### src/rtl/uart_feedback_frame_rx_pkg.sv
// uart_fb_pkg: shared types and constants for the UART feedback frame receiver.
// Holds the byte type codes carried in data_receive[1:0], the payload chunk
// width, the receiver state encoding and a helper that sizes a frame.
package uart_fb_pkg;

  localparam int CHUNK_W = 6;

  typedef enum logic [1:0] {
    SCRIPT0  = 2'b00,
    FEEDBACK = 2'b01,
    SCRIPT1  = 2'b10,
    CONT     = 2'b11
  } byte_type_e;

  typedef enum logic {
    IDLE    = 1'b0,
    COLLECT = 1'b1
  } state_e;

  // Number of bytes needed to carry n_sig feedback bits, CHUNK_W bits per byte.
  function automatic int frame_bytes(input int n_sig);
    return (n_sig + CHUNK_W - 1) / CHUNK_W;
  endfunction

endpackage

### src/rtl/uart_feedback_frame_rx_if.sv
// uart_feedback_frame_rx_if: byte stream from the UART byte receiver.
//   data_valid    single-cycle strobe, data_receive holds a byte this cycle
//   data_receive  [1:0] byte type, [7:2] payload chunk
// master drives the byte stream, slave consumes it.
interface uart_feedback_frame_rx_if;

  logic       data_valid;
  logic [7:0] data_receive;

  modport master (
    output data_valid,
    output data_receive
  );

  modport slave (
    input data_valid,
    input data_receive
  );

endinterface

### src/rtl/uart_feedback_frame_rx_timer.sv
// fb_cycle_timer: up-counter that flags the LIMIT-th enabled cycle.
//   uart_clk  clock
//   rst       synchronous active-high reset
//   clr       clears the count (wins over en)
//   en        count this cycle
//   tc        high on the enabled cycle that completes LIMIT counts
// tc depends only on en and the count, never on clr, so callers may derive
// clr from logic that itself looks at tc without forming a loop.
module fb_cycle_timer #(
  parameter int LIMIT = 1
) (
  input  logic uart_clk,
  input  logic rst,
  input  logic clr,
  input  logic en,
  output logic tc
);

  localparam int CNT_W = (LIMIT > 1) ? $clog2(LIMIT) : 1;
  localparam logic [CNT_W-1:0] LAST = CNT_W'(LIMIT - 1);

  logic [CNT_W-1:0] cnt_q;

  assign tc = en && (cnt_q == LAST);

  always_ff @(posedge uart_clk) begin
    if (rst || clr) begin
      cnt_q <= '0;
    end else if (en) begin
      cnt_q <= tc ? '0 : cnt_q + 1'b1;
    end
  end

endmodule

### src/rtl/uart_feedback_frame_rx.sv
// uart_feedback_frame_rx: assembles an N_SIG-bit feedback vector from one or
// more UART bytes and commits it atomically, with inter-byte timeout,
// staleness auto-clear and commit/abort strobes.
//   uart_clk       sole clock
//   rst            synchronous active-high reset
//   script_mode    forces outputs clear and discards any partial frame
//   rx             byte stream (data_valid, data_receive)
//   sig            committed feedback vector
//   feedback_leds  LED mirror of sig
//   led_mode       high while a valid feedback vector is held
//   frame_valid    one-cycle pulse on commit
//   frame_err      one-cycle pulse on abort
//   stale          sticky, set when the staleness timer clears the outputs
//
// state   | meaning
// IDLE    | no partial frame held; waiting for a FEEDBACK byte
// COLLECT | chunks 0..idx-1 held; waiting for CONT bytes up to BYTES-1
module uart_feedback_frame_rx
  import uart_fb_pkg::*;
#(
  parameter int N_SIG       = 4,
  parameter int TIMEOUT_CYC = 1000,
  parameter int STALE_CYC   = 0
) (
  input  logic                      uart_clk,
  input  logic                      rst,
  input  logic                      script_mode,
  uart_feedback_frame_rx_if.slave   rx,
  output logic [N_SIG-1:0]          sig,
  output logic [N_SIG-1:0]          feedback_leds,
  output logic                      led_mode,
  output logic                      frame_valid,
  output logic                      frame_err,
  output logic                      stale
);

  localparam int BYTES       = frame_bytes(N_SIG);
  localparam int BUF_W       = BYTES * CHUNK_W;
  localparam int IDX_W       = (BYTES > 1) ? $clog2(BYTES) : 1;
  localparam int STALE_LIMIT = (STALE_CYC > 0) ? STALE_CYC : 1;
  localparam bit STALE_ON    = (STALE_CYC > 0);

  state_e             state_q, state_d;
  logic [IDX_W-1:0]   idx_q, idx_d;
  logic [BUF_W-1:0]   frame_q, frame_d;
  logic [BUF_W-1:0]   assembled;
  logic [N_SIG-1:0]   sig_d;
  logic               led_d, fv_d, fe_d, stale_d;
  logic               commit;
  byte_type_e         byte_type;
  logic [CHUNK_W-1:0] payload;

  logic tmo_clr, tmo_en, tmo_tc;
  logic stl_clr, stl_en, stl_tc;

  // Timeout counts only idle cycles inside a frame; any byte restarts it.
  assign tmo_en  = (state_q == COLLECT) && !rx.data_valid && !script_mode;
  assign tmo_clr = script_mode || rx.data_valid || (state_q != COLLECT);

  // Staleness runs while a vector is held; a commit restarts it.
  assign stl_en  = STALE_ON && led_mode;
  assign stl_clr = script_mode || commit || !led_mode;

  fb_cycle_timer #(.LIMIT(TIMEOUT_CYC)) u_tmo_timer (
    .uart_clk (uart_clk),
    .rst      (rst),
    .clr      (tmo_clr),
    .en       (tmo_en),
    .tc       (tmo_tc)
  );

  fb_cycle_timer #(.LIMIT(STALE_LIMIT)) u_stale_timer (
    .uart_clk (uart_clk),
    .rst      (rst),
    .clr      (stl_clr),
    .en       (stl_en),
    .tc       (stl_tc)
  );

  always_ff @(posedge uart_clk) begin
    if (rst) begin
      state_q     <= IDLE;
      idx_q       <= '0;
      frame_q     <= '0;
      sig         <= '0;
      led_mode    <= 1'b0;
      frame_valid <= 1'b0;
      frame_err   <= 1'b0;
      stale       <= 1'b0;
    end else begin
      state_q     <= state_d;
      idx_q       <= idx_d;
      frame_q     <= frame_d;
      sig         <= sig_d;
      led_mode    <= led_d;
      frame_valid <= fv_d;
      frame_err   <= fe_d;
      stale       <= stale_d;
    end
  end

  assign feedback_leds = sig;

  always_comb begin
    state_d   = state_q;
    idx_d     = idx_q;
    frame_d   = frame_q;
    assembled = frame_q;
    sig_d     = sig;
    led_d     = led_mode;
    stale_d   = stale;
    fv_d      = 1'b0;
    fe_d      = 1'b0;
    commit    = 1'b0;
    byte_type = byte_type_e'(rx.data_receive[1:0]);
    payload   = rx.data_receive[7:2];

    if (script_mode) begin
      // Silent abort: no frame_err even when a frame was in progress.
      state_d = IDLE;
      idx_d   = '0;
      sig_d   = '0;
      led_d   = 1'b0;
      stale_d = 1'b0;
    end else begin
      if (rx.data_valid) begin
        unique case (state_q)
          IDLE: begin
            case (byte_type)
              FEEDBACK: begin
                assembled                = '0;
                assembled[CHUNK_W-1:0]   = payload;
                if (BYTES == 1) begin
                  commit = 1'b1;
                end else begin
                  frame_d = assembled;
                  idx_d   = IDX_W'(1);
                  state_d = COLLECT;
                end
              end
              CONT: fe_d = 1'b1;
              default: begin
                sig_d = '0;
                led_d = 1'b0;
              end
            endcase
          end
          COLLECT: begin
            case (byte_type)
              CONT: begin
                assembled[idx_q*CHUNK_W +: CHUNK_W] = payload;
                frame_d = assembled;
                if (idx_q == IDX_W'(BYTES - 1)) begin
                  commit  = 1'b1;
                  state_d = IDLE;
                  idx_d   = '0;
                end else begin
                  idx_d = idx_q + 1'b1;
                end
              end
              FEEDBACK: begin
                // Abandon the partial frame and start over from this byte.
                fe_d                   = 1'b1;
                frame_d                = '0;
                frame_d[CHUNK_W-1:0]   = payload;
                idx_d                  = IDX_W'(1);
              end
              default: begin
                fe_d    = 1'b1;
                sig_d   = '0;
                led_d   = 1'b0;
                state_d = IDLE;
                idx_d   = '0;
              end
            endcase
          end
        endcase
      end else if (tmo_tc) begin
        state_d = IDLE;
        idx_d   = '0;
        fe_d    = 1'b1;
      end

      // A commit landing on the staleness terminal cycle keeps the new vector.
      if (commit) begin
        sig_d   = assembled[N_SIG-1:0];
        led_d   = 1'b1;
        stale_d = 1'b0;
        fv_d    = 1'b1;
      end else if (stl_tc) begin
        sig_d   = '0;
        led_d   = 1'b0;
        stale_d = 1'b1;
      end
    end
  end

endmodule

### src/flat_wrapper.sv
// flat-port wrapper written by rule: the top's interface ports become plain ports
module uart_feedback_frame_rx_flat import uart_fb_pkg::*;
#(
  parameter int N_SIG       = 4,
  parameter int TIMEOUT_CYC = 1000,
  parameter int STALE_CYC   = 0
)
  (uart_clk, rst, script_mode, sig, feedback_leds, led_mode, frame_valid, frame_err, stale, rx_data_valid, rx_data_receive);
  uart_feedback_frame_rx_if rx_i ();
  input  logic uart_clk;
  input  logic rst;
  input  logic script_mode;
  output logic [N_SIG-1:0] sig;
  output logic [N_SIG-1:0] feedback_leds;
  output logic led_mode;
  output logic frame_valid;
  output logic frame_err;
  output logic stale;
  input wire logic [$bits(rx_i.data_valid)-1:0] rx_data_valid;
  input wire logic [$bits(rx_i.data_receive)-1:0] rx_data_receive;
  assign rx_i.data_valid = rx_data_valid;
  assign rx_i.data_receive = rx_data_receive;
  uart_feedback_frame_rx #(.N_SIG(N_SIG), .TIMEOUT_CYC(TIMEOUT_CYC), .STALE_CYC(STALE_CYC)) u_core (.uart_clk(uart_clk), .rst(rst), .script_mode(script_mode), .rx(rx_i), .sig(sig), .feedback_leds(feedback_leds), .led_mode(led_mode), .frame_valid(frame_valid), .frame_err(frame_err), .stale(stale));
endmodule
### config.mk
export PLATFORM = sky130hd
export DESIGN_NAME = uart_feedback_frame_rx_flat
export DESIGN_NICKNAME = d
export VERILOG_FILES = /design/src/rtl/uart_feedback_frame_rx_pkg.sv /design/src/rtl/uart_feedback_frame_rx_if.sv /design/src/rtl/uart_feedback_frame_rx_timer.sv /design/src/rtl/uart_feedback_frame_rx.sv /design/src/flat_wrapper.sv
export SDC_FILE = /design/constraint.sdc
export NUM_CORES = 1
export LEC_CHECK = 0
export CORE_MARGIN = 8
export CORE_UTILIZATION = 40
export CTS_CLUSTER_DIAMETER = 30
export DETAILED_ROUTE_END_ITERATION = 8
export PLACE_DENSITY = 0.7
export SLEW_MARGIN = 15
export SYNTH_ARGS = -nofsm -noshare
export SYNTH_HDL_FRONTEND = slang
export SYNTH_SLANG_ARGS = --single-unit
### constraint.sdc
create_clock -name uart_clk -period 1.5 [get_ports uart_clk]
set_input_delay 0.15 -clock uart_clk [delete_from_list [all_inputs] [get_ports uart_clk]]
set_output_delay 0.15 -clock uart_clk [all_outputs]
set_load 0.01 [all_outputs]
Word-level counts from Yosys, hierarchy flattened
Index checks and enable logic that the tools add are counted.
- add/subtract/negate cells: 3
- $mul: 1
- equal/unequal tests: 6
- shift-type cells: 2
- mux-type cells: 35
- bitwise operators: 2
- reductions and logical operators: 15
- operator list (kind ; count):
    4-bit negation with 34-bit output ; 1
    6-bit by 34-bit variable shift with 6-bit output (first input constant) ; 1
    6-bit by 34-bit indexed part select with 6-bit output ; 1
    4-bit 2-to-1 mux ; 6
    1-bit 2-to-1 mux ; 19
    6-bit case mux with 2 select lines ; 1
    10-bit by 1-bit adder with 10-bit output (second input constant) ; 1
    10-bit equality test (second input constant) ; 1
    10-bit 2-to-1 mux ; 1
    1-bit case mux with 2 select lines ; 5
    4-bit case mux with 2 select lines ; 1
    6-bit bitwise mux ; 1
    6-bit 2-to-1 mux ; 1
    2-bit AND reduction ; 2
    4-bit AND reduction ; 1
    2-bit nonzero test ; 2
    2-bit OR reduction ; 2
    1-bit logical AND ; 3
    1-bit logical OR ; 3
    1-bit by 2-bit multiplier with 3-bit output (second input constant) ; 1
    3-bit != test (second input constant) ; 1
    2-bit by 1-bit equality test with 1-bit output (second input constant) ; 1
    2-bit equality test (second input constant) ; 1
    1-bit zero test ; 2
    4 further kinds ; 5
- flip-flop bits (word level): 25

Longest topological paths before layout
- depth after elaboration: 8
- mapped depth: 6
- mapped depth without buffers: 4

Modules after synthesis
From an unflattened synthesis, not the netlist that was laid out.
- cell total of the unflattened synthesis: 146
- area total of the unflattened synthesis: 1281.2 um2
- modules (own cells, without submodules) (module ; instances ; cells each ; area each (um2)):
    uart_feedback_frame_rx ; 1 ; 87 ; 750.7
    fb_cycle_timer at u_core.u_tmo_timer ; 1 ; 56 ; 489.2
    fb_cycle_timer at u_core.u_stale_timer ; 1 ; 3 ; 41.3

Least setup slack after synthesis
No wires, ideal clock.
- path kind: register to register
- start point: reg u_core.u_tmo_timer.cnt_q[3]
- end point: reg u_core.idx_q
- arrival time: 1401 ps
- data required time: 1349 ps
- path slack: -52 ps
- stages on the path, launching flop included: 4
- clock period less this slack: 1552 ps
- cell sequence: dfxtp_1 -> or3b_4 -> nor4_4 -> o32ai_1
- word-level cells in the longest chain between the ends: 4
- ends and longest elaborated chain (element ; RTL line ; text):
    from (decl) ; uart_feedback_frame_rx_timer.sv:22 ; logic [CNT_W-1:0] cnt_q;
    from (signal assigned) ; uart_feedback_frame_rx_timer.sv:30 ; cnt_q <= tc ? '0 : cnt_q + 1'b1;
    10-bit equality test ; uart_feedback_frame_rx_timer.sv:24 ; assign tc = en && (cnt_q == LAST);
    1-bit logical AND ; uart_feedback_frame_rx_timer.sv:24 ;
    2-bit nonzero test (no source line) ; -- ;
    2-bit AND reduction (no source line) ; -- ;
    to (signal assigned) ; uart_feedback_frame_rx.sv:92 ; idx_q <= idx_d;
    to (decl) ; uart_feedback_frame_rx.sv:44 ; logic [IDX_W-1:0] idx_q, idx_d;
Every way passes these cells.
A chain may end at the register's enable or synchronous reset.

Worst setup path after layout
- start point: in rx_data_valid
- end point: reg u_core.u_tmo_timer.cnt_q[5]
- word-level cells in the longest chain between the ends: 5
- ends and longest elaborated chain (element ; RTL line ; text):
    from (decl) ; flat_wrapper.sv:19 ; input wire logic [$bits(rx_i.data_valid)-1:0] rx_data_valid;
    1-bit zero test ; uart_feedback_frame_rx.sv:57 ; assign tmo_en = (state_q == COLLECT) && !rx.data_valid && !script_mode;
    1-bit logical AND (2 in a row) ; uart_feedback_frame_rx.sv:57 ;
    1-bit logical AND ; uart_feedback_frame_rx_timer.sv:24 ;
    10-bit 2-to-1 mux ; uart_feedback_frame_rx_timer.sv:30 ;
Several ways; a longest one is shown, not always the timed one.

==> results.txt <==
Final period util - 97.2%
Drt first pass iters - 4
Fin util - 57.1%
Initial antenna violation count - 0
CP Cell Sequence - clkdlybuf4s50_1 > nand4bb_4 > buf_4 > or3_1 > a211oi_2
Clock-pin slew on the worst setup and hold paths - 0.11 ns
Top post-synthesis cells by area - dfxtp_1, a211oi_2, nand4_1, buf_4, or4_1
Global-route wire length before repair - 3890 um
Total Wirelength - 2510 um
Diodes inserted - 0
Placed Cells - 163
P&R area growth vs syn - 35.0%
Worst EP required - 1.73 ns
Maxcap violations - 0
CP max stage cell - clkdlybuf4s50_1
YS warnings - 0
Fmax - 686 MHz
IO buf count - 20
Seq cells post-synth - 19
CTS Root Cell - clkbuf_4
Top cell type's share of synthesized area - 36.3%
Nets - 155
Worst path max stage delay - 0.48 ns
Worst-Skew Late Latency - 0.30 ns
Clk buf depth - 2
Initial Utilization - 42.3%
Cell taking the most area after synthesis - dfxtp_1
Main synth FF type - dfxtp_1
Final WS setup - 0.0423 ns
Post-synthesis sequential area ratio - 36.3%
H-tree depth - 1
CP max FO - 6
Avg WL per Cell - 14.7 um
Count leader, synth - dfxtp_1
Die W - 67.2 um
Synth Cell Area - 0.00105 sq mm
Post-synthesis async set-or-reset flop share - 0%
Via count - 961
VDD IR max - 0.364 mV
RSZ-0062 raised after global routing - true
Delay-heaviest family, CP - buffers and inverters
Dpl hpwl - 1820 um
Post-route minimum period - 1.46 ns
Die span in y - 67.2 um
Syn_nets - 123
GRT Util Overall - 10.8%
Dpl ws - -0.266 ns
Hold crit path type - in2reg
Leakage - 0.453 nW
Finished Layout Cells - 171
DP Area - 0.00132 sq mm
Outcome - finished, final reports clean
Layout cells sized above 1 - 29.1%
Slew Viols, Final - 0
Setup_tns - 0 ns
Post-route design area - 0.00142 sq mm
Ports - 24
Synth unique cells - 37
Core area - 0.00248 sq mm
CP bufs+invs - 2
Total gr overflow - 0
Final setup fails - 0
Max Clock Skew - 0.00216 ns
Total power - 0.865 mW
Setup CP Type - in2reg
Critical path endpoint category - flop
Synth top cells by count - dfxtp_1, nand4_1
CP Launch Type - primary input
DRC viols - 0
Endpoints failing hold - 0
DR iter-0 viols - 30
Vias in the first global route - 913
Die area - 0.00452 sq mm
Arrival time of the worst setup path - 1.68 ns
Largest net degree at the start of global routing - 16
DRT antenna net count - 0
Post-Synthesis Cells - 110
Hold slack - 0.449 ns
Row count - 18
Post-DR vias/cell - 5.62
CTS tree - built
CTS buffer count - 3
Placer Congestion - 0.839
Clk sink count - 19
Power Dens Cells - 611 mW/mm^2
Post-synth EDFFs - 0
Mean Syn Cell Area - 9.53 sq um
[worst register-to-register path, delay by kind of cell, from the launching register on]
family	cells	cell delay, ns
DFF	1	0.45
AOI/OAI and AO/OA	1	0.23
and+or+nand+nor	2	0.52
buffers and inverters	1	0.18
[where the power goes]
group | switching [mW] | internal, mW
Clock | 0.164 | 0.104
Sequential | 0.00182 | 0.507
Combinational | 0.0371 | 0.0513
[cells by family (layout without fill, tap and decap cells)]
logic type      Yosys count  after routing  synth area share [%]
other cells               1              1                 0.358
compound gates           31             31                  23.3
flops                    19             19                  36.3
simple gates             40             41                  28.0
xor+xnor                  1              1                 0.835
buf+inv                  17             47                  10.0
fa+ha+maj                 1              1                  1.19
[area by class of cell]
type | count | area (sq um)
clock buffers | 4 | 26.3
fillers | 224 | 1060
inverters | 4 | 15.0
multi-input cells | 75 | 599
flip-flops and latches | 19 | 387
well taps | 30 | 37.5
repair buffers | 39 | 350
[placed cells by master (no fill, tap or decap), types with 3 or more instances in the layout]
| master | count |
|---|---|
| clkdlybuf4s50_1 | 20 |
| buf_4 | 17 |
| dfxtp_1 | 14 |
| nand4_1 | 7 |
| o21ai_0 | 5 |
| a211oi_2 | 5 |
| dfxtp_2 | 5 |
| inv_1 | 4 |
| nand2b_1 | 4 |
| o2111ai_1 | 4 |
| a31oi_1 | 4 |
| nand2_1 | 4 |
| or4_1 | 4 |
| o31ai_1 | 4 |
| a211oi_1 | 3 |
| or3_1 | 3 |
| clkbuf_4 | 3 |
[path summary, 6_finish.rpt]
check        depth (start not counted)                     endpoint          startpoint  slack, ns
max reg2reg                          4  u_core.u_tmo_timer.cnt_q[5]      u_core.state_q       0.05
min reg2reg                          2              u_core.led_mode     u_core.led_mode       0.47
max                                  5  u_core.u_tmo_timer.cnt_q[5]       rx_data_valid       0.04
min                                  3      u_core.feedback_leds[2]  rx_data_receive[4]       0.45
[state kept, by name, indices dropped and copies added (netlist names)]
register,cells
u_core.state_q,1
u_core.frame_valid,1
u_core.idx_q,1
u_core.frame_err,1
u_core.u_tmo_timer.cnt_q,10
u_core.feedback_leds,4
u_core.led_mode,1
[layer usage]
layer	global-route usage, %	up-vias	wire [um]
li1	-	486	-
met1	12.9	442	1140
met2	17.6	25	1210
met3	1.66	8	89
met4	7.05	0	70
met5	0	-	0
[repair_timing]
item / 4_1_cts / 5_1_grt
resized for setup: 0 / 11
endpoints found under the setup margin: 0 / 12
setup buffers: 0 / 3
endpoints found under the hold margin: 0 / 0
hold buffers: 0 / 0
(Power assumes the default switching activity.)
==> edit 1: new RTL, same flow settings <==
`N_SIG` is set to 4 in 2 places; all go to 8.
--- a/src/rtl/uart_feedback_frame_rx.sv
+++ b/src/rtl/uart_feedback_frame_rx.sv
@@ -18,7 +18,7 @@
 module uart_feedback_frame_rx
   import uart_fb_pkg::*;
 #(
-  parameter int N_SIG       = 4,
+  parameter int N_SIG       = 8,
   parameter int TIMEOUT_CYC = 1000,
   parameter int STALE_CYC   = 0
 ) (
--- a/src/flat_wrapper.sv
+++ b/src/flat_wrapper.sv
@@ -1,7 +1,7 @@
 // flat-port wrapper written by rule: the top's interface ports become plain ports
 module uart_feedback_frame_rx_flat import uart_fb_pkg::*;
 #(
-  parameter int N_SIG       = 4,
+  parameter int N_SIG       = 8,
   parameter int TIMEOUT_CYC = 1000,
   parameter int STALE_CYC   = 0
 )
Ports: changed (resized feedback_leds and sig); port bits go from 24 to 32. The function was not compared with the original's and may differ.
==> edit 1 against the unedited design <==
- sequential cell count up 10
- routed wire length is 12% higher
- fmax decreased by 2.8%
- worst setup slack worse by 42 ps
- area after synthesis rose by 22%
- utilization is 0.48 points lower
- total power up 61%
- cell area rose by 22%
- critical endpoint is now u_core.u_tmo_timer.cnt_q[3]
==> edit 1: results (changes against the unedited design) <==
stage;metric;value;unit;change
outcome;status;finished clean;;unchanged
clocking;ctsResizeCount;2;;was 0
clocking;clk_latency;320;ps;was 300 ps
worst_setup_path;worst-setup-path-type;reg -> reg;;was in -> reg
worst_setup_path;max_stage_delay;460;ps;was 480 ps
drt;routed_wl;2.80;mm;was 2.51 mm
global_route;grt_util_met2;0.196;;was 0.176
worst_setup_path;cp_max_fo;8;;was 6
cells_and_area;final_area;1730;sq um;was 1420 sq um
worst_setup_path;startpoint;u_core.u_tmo_timer.cnt_q[3];;was rx_data_valid
worst_setup_path;worstReg2RegEnd;u_core.u_tmo_timer.cnt_q[3];;was u_core.u_tmo_timer.cnt_q[5]
cells_and_area;seq_share;0.341;;was 0.273
timing;clock_skew;5.74;ps;was 2.16 ps
global_route;grt_use_met1;0.113;;was 0.129
cells_and_area;num-nonclk-inverters;3;;was 4
clocking;cts_num_sinks;29;;was 19
cells_and_area;multi_input_area_share;0.336;;was 0.424
cells_and_area;layout.comb_gates.multi_input;96;;was 75
clocking;numCtsBuffers;5;;was 3
cells_and_area;bufAreaShareNonClock;0.245;;was 0.248
cells_and_area;drive_gt1_frac;0.209;;was 0.291
drt;routed_via_density;4.82;;was 5.62
global_route;grt_pass1_vias;1090;;was 913
cells_and_area;final-clk-cell-share;0.0405;;was 0.0186
cells_and_area;buffers;46;;was 39
logic_synthesis;synth_commonest_cells;29 x dfxtp_1, 19 x nor2_1, 14 x a21oi_1;;was 19 x dfxtp_1, 7 x nand4_1
power_and_ir_drop;sequentialPower;0.777;mW;was 0.509 mW
power_and_ir_drop;p_leak;0.613;nW;was 0.453 nW
drt;wl_per_cell;12.4;um;was 14.7 um
logic_synthesis;synthesis.nets;157;;was 123
clocking;htreeDepth;2;;was 1
global_route;grt_pass1_wl;4.64;mm;was 3.89 mm
power_and_ir_drop;powerComb;0.0845;mW;was 0.0885 mW
placed_design;placed_cells;217;;was 163
logic_synthesis;synth_cell_types;34;;was 37
cells_and_area;nClkBuffers;7;;was 4
worst_setup_path;crit_family;simple AND/OR/NAND/NOR gates;;was buffers and inverters
logic_synthesis;synth_area_per_cell;8.88;sq um;was 9.53 sq um
logic_synthesis;ys_top_cells_by_area;dfxtp_1 45%, nor2_1 5.6%, a21oi_1 5.5%;;was dfxtp_1 36%, a211oi_2 6.0%, nand4_1 4.2%
worst_setup_path;worstPathArrival;1710;ps;was 1680 ps
placed_design;numPortBuffers;30;;was 20
global_route;grtUsageMet3;0.0386;;was 0.0166
placed_design;dpl.hpwl;2.23;mm;was 1.82 mm
logic_synthesis;synth_fa_ha_area_frac;0.00978;;was 0.0119
logic_synthesis;synth_xor_area_frac;0.0548;;was 0.00835
timing;worst_slack;0.0352;ps;was 42.3 ps
die;die_area;5260;sq um;was 4520 sq um
## edit 1: cell count changes after synthesis, sizes merged, moves of 5 or more
cell	before	now
a211oi	8	1
a21oi	2	15
buf	9	14
dfxtp	19	29
mux2i	0	6
nand2	4	13
nand3	2	11
nor2	2	19
o21ai	5	0
## edit 1: worst min-delay path by stage
stage                                      from                          end  slack, ps  depth (start not counted)
floorplan                         rx_data_valid             u_core.frame_err        290                          2
global placement    u_core.u_tmo_timer.cnt_q[0]  u_core.u_tmo_timer.cnt_q[0]        420                          1
CTS                                         rst            u_core.frame_q[1]        430                          2
detailed placement  u_core.u_tmo_timer.cnt_q[0]  u_core.u_tmo_timer.cnt_q[0]        440                          1
finish                            rx_data_valid             u_core.frame_err        210                          3
global route                      rx_data_valid             u_core.frame_err        260                          3
## edit 1: per-layer routing
metal	wire length, um	vias to the layer above
met2	1370	24
li1	-	548
met3	185	6
met5	0	-
met4	39	0
met1	1200	511
==> edit 2: new RTL, same settings <==
Without the edit above. Remove the register `frame_err`: a continuous assignment takes its place, so the output `frame_err` follows one clock earlier. Comments in the files are not updated.
--- a/src/rtl/uart_feedback_frame_rx.sv
+++ b/src/rtl/uart_feedback_frame_rx.sv
@@ -85,7 +85,6 @@
       sig         <= '0;
       led_mode    <= 1'b0;
       frame_valid <= 1'b0;
-      frame_err   <= 1'b0;
       stale       <= 1'b0;
     end else begin
       state_q     <= state_d;
@@ -94,10 +93,11 @@
       sig         <= sig_d;
       led_mode    <= led_d;
       frame_valid <= fv_d;
-      frame_err   <= fe_d;
       stale       <= stale_d;
     end
   end
+
+  assign frame_err = fe_d;
 
   assign feedback_leds = sig;
 
Formal check against the unedited RTL: not equivalent (Yosys sat finds a counterexample within 4 cycles, from zero or initial values and one cycle with rst high).
==> edit 2 against the unedited design <==
- the flow now finishes with violations (negative setup slack)
- via count increased by 7.7%
- die area decreased by 1.9%
- sequential cell count decreased by 1
- worst setup slack got worse by 520 ps
- first-iteration DRC count increased by 13%
- clock skew increased by 4.4 ps
- fmax decreased by 26%
- area after synthesis decreased by 2.5%
- cell area increased by 4.8%
- total power increased by 1.6%
- routed wire length increased by 7.3%
- largest power group unchanged
- highest routed layer unchanged
==> edit 2: results (changes against the unedited design) <==
stage;metric;value;unit;change
cells_and_area;multiInputGateArea;597;sq um;was 599 sq um
drt;drt_iter0_drc;34;;was 30
min_path;min_path_type;in -> reg;;unchanged
cells_and_area;num-nets-final;162;;was 155
min_path;worstHoldStart;rx_data_valid;;was rx_data_receive[4]
outcome;violations;negative setup slack;;
worst_setup_path;crit_slowest_cell;or4_4;;was clkdlybuf4s50_1
global_route;grt_pass1_vias;990;;was 913
placed_design;dp_slack;-713;ps;was -266 ps
cells_and_area;largest_reg_flops;10;;unchanged
clocking;root_buffer;clkbuf_4;;unchanged
cells_and_area;drive_gt1_frac;0.385;;was 0.291
global_route;global_route.usage.total;0.123;;was 0.108
placed_design;numPortBuffers;20;;unchanged
clocking;cts.clk_slew.worst_paths;110;ps;about the same
clocking;numCtsBuffers;3;;unchanged
worst_setup_path;worstPathArrival;1820;ps;was 1680 ps
drt;routed_via_density;5.81;;was 5.62
clocking;htreeDepth;1;;unchanged
power_and_ir_drop;ir_drop;0.486;mV;was 0.364 mV
worst_setup_path;startpoint;u_core.u_tmo_timer.cnt_q[4];;was rx_data_valid
logic_synthesis;synthArstFlopShare;0;;unchanged
timing;worst_slack;-475;ps;was 42.3 ps
logic_synthesis;synth_commonest_cells;18 x dfxtp_1, 7 x nand4_1;;was 19 x dfxtp_1, 7 x nand4_1
cells_and_area;largest_register;u_core.u_tmo_timer.cnt_q;;unchanged
logic_synthesis;ys_warn_count;0;;unchanged
timing;setup_viol;3;;was 0
drt;dr.pass1.iters;4;;unchanged
cells_and_area;n_antenna_cell;0;;unchanged
outcome;status;finished with violations;;was finished clean
logic_synthesis;synthesis.nets;122;;was 123
clocking;cts_buffer_depth;2;;unchanged
placed_design;dpl.hpwl;1.93;mm;was 1.82 mm
placed_design;place_congestion;0.773;;was 0.839
global_route;antenna_found_initial;0;;unchanged
placed_design;dpl-instance-area;1370;sq um;was 1320 sq um
global_route;grt_pass1_wl;4.32;mm;was 3.89 mm
global_route;grt_max_degree;16;;unchanged
worst_setup_path;cp_max_fo;2;;was 6
power_and_ir_drop;p_leak;0.511;nW;was 0.453 nW
cells_and_area;fillCellCount;220;;was 224
logic_synthesis;yosysSeqAreaShare;0.353;;was 0.363
logic_synthesis;ys_top_cells_by_area;dfxtp_1 35%, a211oi_2 6.1%, nand4_1 4.3%;;was dfxtp_1 36%, a211oi_2 6.0%, nand4_1 4.2%
clocking;clk_latency;300;ps;about the same
timing;clock_skew;6.56;ps;was 2.16 ps
drt;routed_wl;2.69;mm;was 2.51 mm
logic_synthesis;synth_cell_types;37;;unchanged
worst_setup_path;max_stage_delay;510;ps;was 480 ps
worst_setup_path;crit_family;simple AND/OR/NAND/NOR gates;;was buffers and inverters
edit 2: cell count changes after synthesis:
cell | unedited run | this run
clkbuf_2 | 0 | 1
buf_1 | 1 | 0
clkbuf_1 | 4 | 5
buf_6 | 3 | 2
dfxtp_1 | 19 | 18
edit 2: tightest hold or removal path, cell delays in order:
cell	delay, ps
dlygate4sd2_1	220
buf_4	190
a221oi_1	100
edit 2: logic make-up after synthesis:
family	count (synthesis)	synth area share
DFF	18	0.353
buffers and inverters	17	0.0967
adders and majority gates	1	0.0122
AOI/OAI and AO/OA	31	0.239
other	1	0.00367
xor gates and xnor gates	1	0.00857
and+or+nand+nor	40	0.288
edit 2: worst paths after layout:
kind	depth (start not counted)	to	slack (ps)
setup / recovery	4	frame_err	-470
hold / removal	3	u_core.led_mode	420
setup reg to reg	6	u_core.u_tmo_timer.cnt_q[9]	-110
hold reg to reg	2	u_core.led_mode	480
edit 2: layout make-up:
type | count | share of cell area
clock buffer | 4 | 0.0245
timing repair buffer | 48 | 0.289
multi-input combinational | 74 | 0.403
sequential | 18 | 0.249
inverter | 4 | 0.0101
tap | 30 | 0.0253
edit 2: power breakdown:
| part | internal (mW) | switching (mW) |
|---|---|---|
| combinational | 0.0526 | 0.0378 |
| clock | 0.148 | 0.159 |
| sequential | 0.480 | 0.00190 |
edit 2: repair_timing:
action	in CTS	in global routing
endpoints found under the setup margin	4	12
pin swaps	8	5
buffers inserted	3	3
hold buffers	0	0
gates resized for setup	16	9
hold endpoints to repair	0	0
cloned	0	0
edit 2: stage by stage:
| stage | hold WS (ps) | power (mW) | setup TNS [ps] | instances |
|---|---|---|---|---|
| 2_1_floorplan | 319 | 0.535 | -20.3 | 109 |
| 3_3_place_gp | 456 | 0.583 | -3290 | 169 |
| 3_5_place_dp | 471 | 0.585 | -4030 | 169 |
| 4_1_cts | 418 | 0.878 | -542 | 176 |
| 5_1_grt | 452 | 0.894 | -791 | 178 |
| 6_report | 418 | 0.879 | -647 | 178 |
edit 2: layer usage:
metal | up-vias | share of wire | global-route usage
met1 | 499 | 0.44 | 0.141
met3 | 8 | 0.035 | 0.0285
li1 | 498 | - | -
met4 | 0 | 0.014 | 0.0347
met5 | - | 0 | 0
met2 | 30 | 0.51 | 0.219
